**src/rtl/decoder_3to8.sv**
```systemverilog
// Registered 3-to-8 one-hot decoder with enable.
// Drives glitch-free column strobes; all zeros when disabled or in reset.
module decoder_3to8 (
    input  logic       clk,
    input  logic       rst_n,
    input  logic       ena,
    input  logic [2:0] in,
    output logic [7:0] out
);

    logic [7:0] out_next;

    always_comb begin
        out_next = 8'h00;
        if (ena) begin
            out_next[in] = 1'b1;
        end
    end

    // Output comes straight from the register so downstream strobes never glitch.
    always_ff @(posedge clk or negedge rst_n) begin
        if (!rst_n) begin
            out <= 8'h00;
        end else begin
            out <= out_next;
        end
    end

endmodule

```
**config.mk**
```make
export PLATFORM = sky130hd
export DESIGN_NAME = decoder_3to8
export DESIGN_NICKNAME = d
export VERILOG_FILES = /design/src/rtl/decoder_3to8.sv
export SDC_FILE = /design/constraint.sdc
export NUM_CORES = 1
export LEC_CHECK = 0
export ABC_AREA = 1
export BUFFER_PORTS_ARGS = -buffer_cell sky130_fd_sc_hd__buf_2
export CAP_MARGIN = 20
export CORE_AREA = 4 4 41 43
export DETAILED_ROUTE_END_ITERATION = 8
export DIE_AREA = 0 0 45 47
export HOLD_SLACK_MARGIN = 0.06
export PLACE_DENSITY = 0.45
export SYNTH_ARGS = -nofsm -noshare
export SYNTH_HDL_FRONTEND = slang
export SYNTH_SLANG_ARGS = --single-unit
```
**constraint.sdc**
```tcl
create_clock -name clk -period 0.8 [get_ports clk]
set_input_delay 0.16 -clock clk [delete_from_list [all_inputs] [get_ports clk]]
set_output_delay 0.16 -clock clk [all_outputs]
set_load 0.02 [all_outputs]
```
==> metrics.md, run 1 <==
| Metric | Value |
|---|---|
| Clock period minus worst slack | about 0.9 ns |
| Crit end category | output port |
| Global-route wire length before repair | a little under 800 µm |
| Htree depth | 1 |
| Crit start category | register |
| GRT Util Overall | 6.14% |
| Yosys top cell area share | 75.8% |
| Critical Path End | out[6] |
| Ports | 14 |
| Library cells used by synthesis | 4 |
| Initial core utilization | 20.3% |
| Pins Over Slew Limit | 0 |
| Cell area after synthesis | 264 µm² |
| Die width | 45 µm |
| Data arrival, critical path | 0.75 ns |
| Final hold viol count | 0 |
| Leakage power | 0.237 nW |
| Max cap viols | 0 |
| # port buffers | 13 |
| Gr ovfl total | 0 |
| Synth warn | 0 |
| Peak Freq | 1.10 GHz |
| Vias in the first global route | 190 |
| Largest net degree at the start of global routing | 9 |
| Post-synth EDFFs | 0 |
| Worst-margin pin slew | 0.166 ns |
| First-pass DRT Iterations | 3 |
| Routed via count | 198 |
| Post-Route WL | 486 µm |
| Final core occ | between 30% and 40% |
| Sequential area share after synthesis | 75.8% |
| PD cells | 1850 nW/µm² |
| #FFs+latches synth | 8 |
| Cell accounting for the most synthesized area | dfrtp_1 |
| Root Buffer | clkbuf_4 |
| Filler cell count | 133 |
| RSZ-0062 raised after global routing | true |
| Final nets | 50 |
| WL per Instance | 8.53 µm |
| Critical path depth | 1 |
| Post-Place Worst Slack | ~0.15 ns |
| Synthesized area per cell | between 10 and 15 µm² |
| ANT nets after route | 0 |
| Dpl hpwl | 415 µm |
| Initial antenna violation count | 0 |
| Post-synth net total | 31 |
| DRT iter0 DRCs | 4 |
| CTS Buf Count | 3 |
| Max FFs per register | 8 |
| Hold Path Class | in -> reg |
| CTS sink count | 8 |
| Status | complete, but fails checks |
| Clk pin slew, worst setup/hold paths | about 0.050 ns |
| CP Class | reg -> out |
| Share of cells above drive strength 1 | 38.1% |
| Most flop-heavy register | out |
| Layout area overhead | 63.0% |
| Synth top area cells | dfrtp_1, nor2_1, nand2_1, inv_1 |
| Chip height | 47 µm |
| Gate Count Post-Synth | 25 |
| Setup bufs post-CTS | 0 |
| Violated checks | negative setup slack |
| Gpl congestion | between 0.5 and 0.6 |
| Slew HR | 88.9% |
| Crit path max fanout | 1 |
| Worst Slack Setup Final | -0.108 ns |
| Core Area | 1300 µm² |
| Bufs on Longest Clock Path | 2 |
| Die area | 2120 µm² |
| DRC viols | 0 |
| Power, Total | approximately 0.00079 W |
| Synth Flop Type | dfrtp_1 |
| Post-synth top cells | dfrtp_1, nor2_1, nand2_1, inv_1 |
| CP top delay family | flip-flops |
| Row count | 13 |
| Crit path cell chain | buf_6 |
| Peak supply drop | approximately 660 µV |
| Buf/Inv on CP | 1 |
| Fin Setup TNS | -0.804 ns |
| Diodes inserted | 0 |
| Worst Setup SP | out[6] |
| Async SR Flop Fraction | 100% |
| # setup viols final | 8 |
| Max stage delay on crit path | 0.37 ns |
| Worst hold slack | 0.181 ns |
| Via density | between 3 and 4 |
| Slowest cell on crit path | dfrtp_1 |
| Final Cycle Share | 113% |
| Biggest regs | out: 8 flops |
| CTS tree | done |
| CP required | 0.64 ns |
stage by stage:
| step | cell area (µm²) | std cells |
|---|---|---|
| final | 430 | 57 |
| after detailed placement | 348 | 53 |
| after CTS | 430 | 57 |
| after floorplan | 264 | 25 |
| after global placement | 348 | 53 |
| after global routing | 430 | 57 |
layout by cell type, fill, tap and decap left out, drive strengths merged:
| master | instances |
|---|---|
| nor2 | 8 |
| inv | 3 |
| clkbuf | 3 |
| dfrtp | 8 |
| dlygate4sd3 | 1 |
| nand2 | 6 |
| buf | 13 |
cell families (layout without fill, tap and decap cells):
| group | Yosys count | after routing | synth area share [%] |
|---|---|---|---|
| DFF | 8 | 8 | 75.8 |
| and+or+nand+nor | 14 | 14 | 19.9 |
| buffers and inverters | 3 | 20 | 4.27 |
layout make-up:
| class | instances | area [µm²] | share of cell area [%] |
|---|---|---|---|
| clock buffer | 3 | 22.5 | 5.23 |
| inverter | 3 | 11.3 | 2.62 |
| multi-input combinational | 14 | 52.6 | 12.2 |
| sequential | 8 | 200 | 46.5 |
| tap | 15 | 18.8 | 4.36 |
| timing repair buffer | 14 | 125 | 29.1 |
how the worst min path moves through the flow:
| stage | start | to | slack (ns) | cells after the start |
|---|---|---|---|---|
| after floorplan | rst_n | out[0] | -0.14 | 0 |
| after global placement | rst_n | out[2] | 0.007 | 1 |
| after detailed placement | rst_n | out[3] | 0.006 | 1 |
| after CTS | in[1] | out[7] | 0.17 | 3 |
| after global routing | in[1] | out[6] | 0.18 | 3 |
| final | in[1] | out[7] | 0.18 | 3 |
where the power goes:
| part | total, W | switching [W] | internal (W) |
|---|---|---|---|
| Clock | 0.000290 | 0.000120 | 0.000170 |
| Combinational | 0.0000841 | 0.0000463 | 0.0000378 |
| Sequential | 0.000420 | 0.00000446 | 0.000416 |
per-layer routing:
layer	global-route usage [%]	vias up	part of all wire, %
met2	7.34	8	50
met3	2.30	2	7.2
met5	0	-	0
li1	-	107	-
met1	5.59	81	39
met4	12.3	0	3.9
what timing repair did:
action                                  4_1_cts  5_1_grt
gates resized for setup                      16        0
gates cloned                                  0        0
endpoints found under the setup margin        8        8
endpoints found under the hold margin         8        0
hold buffers                                  1        0
No activity file was read; power rests on OpenSTA's default activity.
==> run 2: changes to the inputs <==
--- a/config.mk
+++ b/config.mk
@@ -12,7 +12,9 @@
 export DETAILED_ROUTE_END_ITERATION = 8
 export DIE_AREA = 0 0 45 47
 export HOLD_SLACK_MARGIN = 0.06
-export PLACE_DENSITY = 0.45
+export PLACE_DENSITY_LB_ADDON = 0.05
+export SETUP_SLACK_MARGIN = 0.3
+export SLEW_MARGIN = 20
 export SYNTH_ARGS = -nofsm -noshare
 export SYNTH_HDL_FRONTEND = slang
 export SYNTH_SLANG_ARGS = --single-unit
==> run 2 against run 1 <==
Against the previous run: the run still ends with negative setup slack left; power grew 0.89%; critical path depth is the same; clock-buffer cell count is the same; largest power group unchanged; clock power grew 3%; utilization is the same; flip-flop and latch count is the same; cell area is the same.
==> metrics.md, run 2 (synthesis results as in run 1) <==
| Metric | Value |
|---|---|
| Status | complete, but fails checks |
| Violated checks | negative setup slack |
| Die width | between 40 and 50 µm |
| CTS tree | done |
| Max cap viols | 0 |
| Routed via count | 208 |
| Max FFs per register | 8 |
| Hold Path Class | in -> reg |
| First-pass DRT Iterations | 1 |
| Fin Setup TNS | -0.824 ns |
| Biggest regs | out: 8 flops |
| Share of cells above drive strength 1 | between 30% and 40% |
| Diodes inserted | 0 |
| Non-filler cells in the finished layout | 57 |
| Power, Total | 0.000802 W |
| Post-Route WL | between 500 and 600 µm |
| Worst Slack Setup Final | -0.111 ns |
| Worst-margin pin slew | 0.174 ns |
| Crit path max fanout | 1 |
| Peak supply drop | around 710 µV |
| Initial antenna violation count | 0 |
| Final nets | 50 |
| Die area | 2120 µm² |
| Clock share of power | 37.2% |
| Gate power share | 10.4% |
| Via density | 3.65 |
| Switching Share | 22.1% |
| DRT iter0 DRCs | 0 |
| Core Area | approximately 1300 µm² |
| CTS sink count | 8 |
| Vias in the first global route | approximately 220 |
| CP top delay family | flip-flops |
| Slowest cell on crit path | dfrtp_1 |
| Bufs on Longest Clock Path | 2 |
| Layout area overhead | 63.0% |
| Flop pwr share | 52.4% |
| Max stage delay on crit path | 0.37 ns |
| Leakage power | ~0.24 nW |
| Initial core utilization | 20.3% |
| # setup viols final | 8 |
| Clock period minus worst slack | 0.911 ns |
| Power Internal | about 0.00062 W |
| Peak Freq | 1.10 GHz |
| Commonest cells after routing, fill and taps aside | nor2_1, dfrtp_1, buf_6 |
| GRT Util Overall | 6.46% |
| Filler cell count | 150 |
| WL per Instance | 9.04 µm |
| CP Class | reg -> out |
| Clk pin slew, worst setup/hold paths | 0.05 ns |
| PD cells | 1860 nW/µm² |
| Htree depth | 1 |
| Largest net degree at the start of global routing | 9 |
| Dpl cell area | 348 µm² |
| Most flop-heavy register | out |
| DRC viols | 0 |
| RSZ-0062 raised after global routing | true |
| Crit path cell chain | buf_6 |
| Placed cells | 53 |
| Dpl hpwl | 436 µm |
| Net load switching power | ~0.00018 W |
| Setup bufs post-CTS | 0 |
| Design area | 430 µm² |
| Gr ovfl total | 0 |
| Chip height | 47 µm |
| Data arrival, critical path | around 0.75 ns |
| Pins Over Slew Limit | 0 |
| Crit end category | output port |
| Final hold viol count | 0 |
| Final Cycle Share | 114% |
| Buf/Inv on CP | 1 |
| CTS Buf Count | 3 |
| # port buffers | 13 |
| Row count | 13 |
| Global-route wire length before repair | roughly 900 µm |
| ANT nets after route | 0 |
| Gpl congestion | 0.755 |
| Ports | 14 |
| CP required | 0.64 ns |
| Root Buffer | clkbuf_4 |
| Slew HR | 88.4% |
| Crit start category | register |
## run 2: final cells by class
type | count | area [µm²] | area share [%]
Clock buffer | 3 | 22.5 | 5.23
Inverter | 3 | 11.3 | 2.62
Multi-Input combinational cell | 14 | 52.6 | 12.2
Sequential cell | 8 | 200 | 46.5
Tap cell | 15 | 18.8 | 4.36
Timing Repair Buffer | 14 | 125 | 29.1
## run 2: power by group through the flow
stage / Clock (W) / Sequential, W / Combinational [W]
2_1_floorplan: 0 / 0.000439 / 0.0000192
3_3_place_gp: 0 / 0.000424 / 0.0000701
3_5_place_dp: 0 / 0.000424 / 0.0000705
4_1_cts: 0.000314 / 0.000420 / 0.0000864
5_1_grt: 0.000330 / 0.000420 / 0.0000961
6_report: 0.000298 / 0.000420 / 0.0000836
## run 2: through the flow
stage	setup slack (ns)	hold slack [ns]	utilization [%]
2_1_floorplan	0.224	-0.136	-
3_5_place_dp	0.151	0.0101	26.7
4_1_cts	-0.118	0.173	33.1
6_report	-0.111	0.175	33.1
3_3_place_gp	0.156	0.00765	26.7
5_1_grt	-0.135	0.189	33.1
## run 2: repair_timing
action                                  4_1_cts  5_1_grt
hold buffers                                  1        0
cloned                                        0        0
endpoints found under the hold margin         8        0
endpoints found under the setup margin        8        8
gates resized for setup                      16        0
## run 2: per-layer routing
metal  global-route usage (%)  part of all wire (%)  vias to the layer above
met5                        0                     0                        -
met4                     7.02                   1.2                        0
met3                     2.68                    15                        2
met2                     8.19                    43                        9
met1                     7.71                    41                       90
li1                         -                     -                      107
## run 2: path summary, 6_finish.rpt
kind	start	depth (start not counted)	slack, ns	to
worst min-delay path	in[2]	3	0.18	out[5]
min in group asynchronous	rst_n	2	0.28	out[5]
worst max-delay path	out[2]	1	-0.11	out[2]
max in group asynchronous	rst_n	2	0.36	out[0]
==> run 3: changes to the inputs <==
--- a/config.mk
+++ b/config.mk
@@ -12,7 +12,7 @@
 export DETAILED_ROUTE_END_ITERATION = 8
 export DIE_AREA = 0 0 45 47
 export HOLD_SLACK_MARGIN = 0.06
-export PLACE_DENSITY_LB_ADDON = 0.05
+export PLACE_DENSITY = 0.52
 export SETUP_SLACK_MARGIN = 0.3
 export SLEW_MARGIN = 20
 export SYNTH_ARGS = -nofsm -noshare
==> run 3 against run 2 <==
Against the previous run: clock-buffer cell count is the same; largest power group unchanged; setup slack improved by 0.0069 ns; wire length shrank 3.5%; final cell count unchanged; fmax increased by 0.76%; die area did not move; sequential power about the same; utilization did not move; first-iteration DRC count rose by 3; critical path type unchanged; the run still ends with negative setup slack left; critical endpoint is now out[0].
==> metrics.md, run 3 (synthesis results as in run 1) <==
| Metric | Value |
|---|---|
| CTS sink count | 8 |
| Root Buffer | clkbuf_4 |
| Crit path cell chain | buf_6 |
| Routed via count | 204 |
| Share of cells above drive strength 1 | 38.1% |
| ANT nets after route | 0 |
| Most flop-heavy register | out |
| RSZ-0062 raised after global routing | true |
| CP Class | reg -> out |
| GRT Util Overall | 6.00% |
| # port buffers | 13 |
| # setup viols final | 8 |
| Peak supply drop | 582 µV |
| Data arrival, critical path | 0.74 ns |
| Worst hold slack | 0.178 ns |
| Final nets | 50 |
| DRT iter0 DRCs | 3 |
| PD cells | 1840 nW/µm² |
| Row count | 13 |
| Via density | approximately 3.6 |
| Die area | 2120 µm² |
| Hold Startpoint | in[2] |
| Vias in the first global route | 216 |
| Initial antenna violation count | 0 |
| Max FFs per register | 8 |
| Worst-margin pin slew | 0.167 ns |
| Post-Place Worst Slack | 0.145 ns |
| Leakage power | 0.237 nW |
| Setup bufs post-CTS | 0 |
| Final core occ | 33.1% |
| Worst Hold End | out[4] |
| Core Area | roughly 1300 µm² |
| Violated checks | negative setup slack |
| Layout area overhead | 63.0% |
| WL per Instance | 8.72 µm |
| Bufs on Longest Clock Path | 2 |
| Final hold viol count | 0 |
| Global-route wire length before repair | 814 µm |
| Biggest regs | out: 8 flops |
| Hold path depth | 3 |
| Clock period minus worst slack | 0.904 ns |
| Die width | 45 µm |
| CTS Buf Count | 3 |
| Critical path depth | 1 |
| Diodes inserted | 0 |
| First-pass DRT Iterations | 2 |
| Gpl congestion | 0.686 |
| Ports | 14 |
| DRC viols | 0 |
| Crit start category | register |
| Clk pin slew, worst setup/hold paths | 0.05 ns |
| Crit path max fanout | 1 |
| Commonest cells after routing, fill and taps aside | nor2_1, dfrtp_1, buf_6 |
| Worst Slack Setup Final | -0.104 ns |
| Hold Path Class | in -> reg |
| Largest net degree at the start of global routing | 9 |
| Post-Route WL | 497 µm |
| Slowest cell on crit path | dfrtp_1 |
| Max cap viols | 0 |
| Status | complete, but fails checks |
| Chip height | between 40 and 50 µm |
| CTS tree | done |
| Worst Setup SP | out[0] |
| Htree depth | 1 |
| Crit end category | output port |
| CP required | approximately 0.64 ns |
| Slew HR | 88.9% |
| Max stage delay on crit path | about 0.37 ns |
| CP top delay family | flip-flops |
| Initial core utilization | about a fifth |
| Gr ovfl total | 0 |
| Pins Over Slew Limit | 0 |
| Fin Setup TNS | -0.794 ns |
| Buf/Inv on CP | 1 |
| Peak Freq | around 1.1 GHz |
| Power, Total | 0.000794 W |
| Final Cycle Share | 113% |
-- run 3: cell counts in the layout (fill, tap and decap cells not counted) --
Identical to the previous run, type by type.
-- run 3: metrics by stage --
step / area (µm²) / cells
finish: 430 / 57
floorplan: 264 / 25
CTS: 430 / 57
global placement: 348 / 53
global route: 430 / 57
detailed placement: 348 / 53
-- run 3: area by class of cell --
cell class,instances,area [µm²]
Timing Repair Buffer,14,125
Inverter,3,11.3
Tap cell,15,18.8
Sequential cell,8,200
Fill cell,145,871
Multi-Input combinational cell,14,52.6
Clock buffer,3,22.5
-- run 3: how the worst max path moves through the flow --
stage               slack (ns)      to
floorplan                 0.22  out[0]
global placement          0.15  out[0]
detailed placement        0.14  out[1]
CTS                      -0.12  out[1]
global route             -0.14  out[1]
finish                   -0.10  out[0]
-- run 3: per-layer routing --
layer	track usage [%]	up-vias	wire length [µm]
met2	8.76	6	281
met3	2.68	0	34
li1	-	107	-
met5	0	-	0
met1	5.18	91	181
met4	8.77	0	0
-- run 3: power breakdown --
part	internal, W	total [W]	switching [W]	leakage, nW
clock network	0.000170	0.000290	0.000119	0.0138
registers	0.000416	0.000420	0.00000442	0.110
logic	0.0000378	0.0000841	0.0000463	0.114
-- run 3: timing repair --
action / 4_1_cts / 5_1_grt
hold buffers: 1 / 0
gates resized for setup: 16 / 0
endpoints found under the hold margin: 8 / 0
gates cloned: 0 / 0
endpoints found under the setup margin: 8 / 8
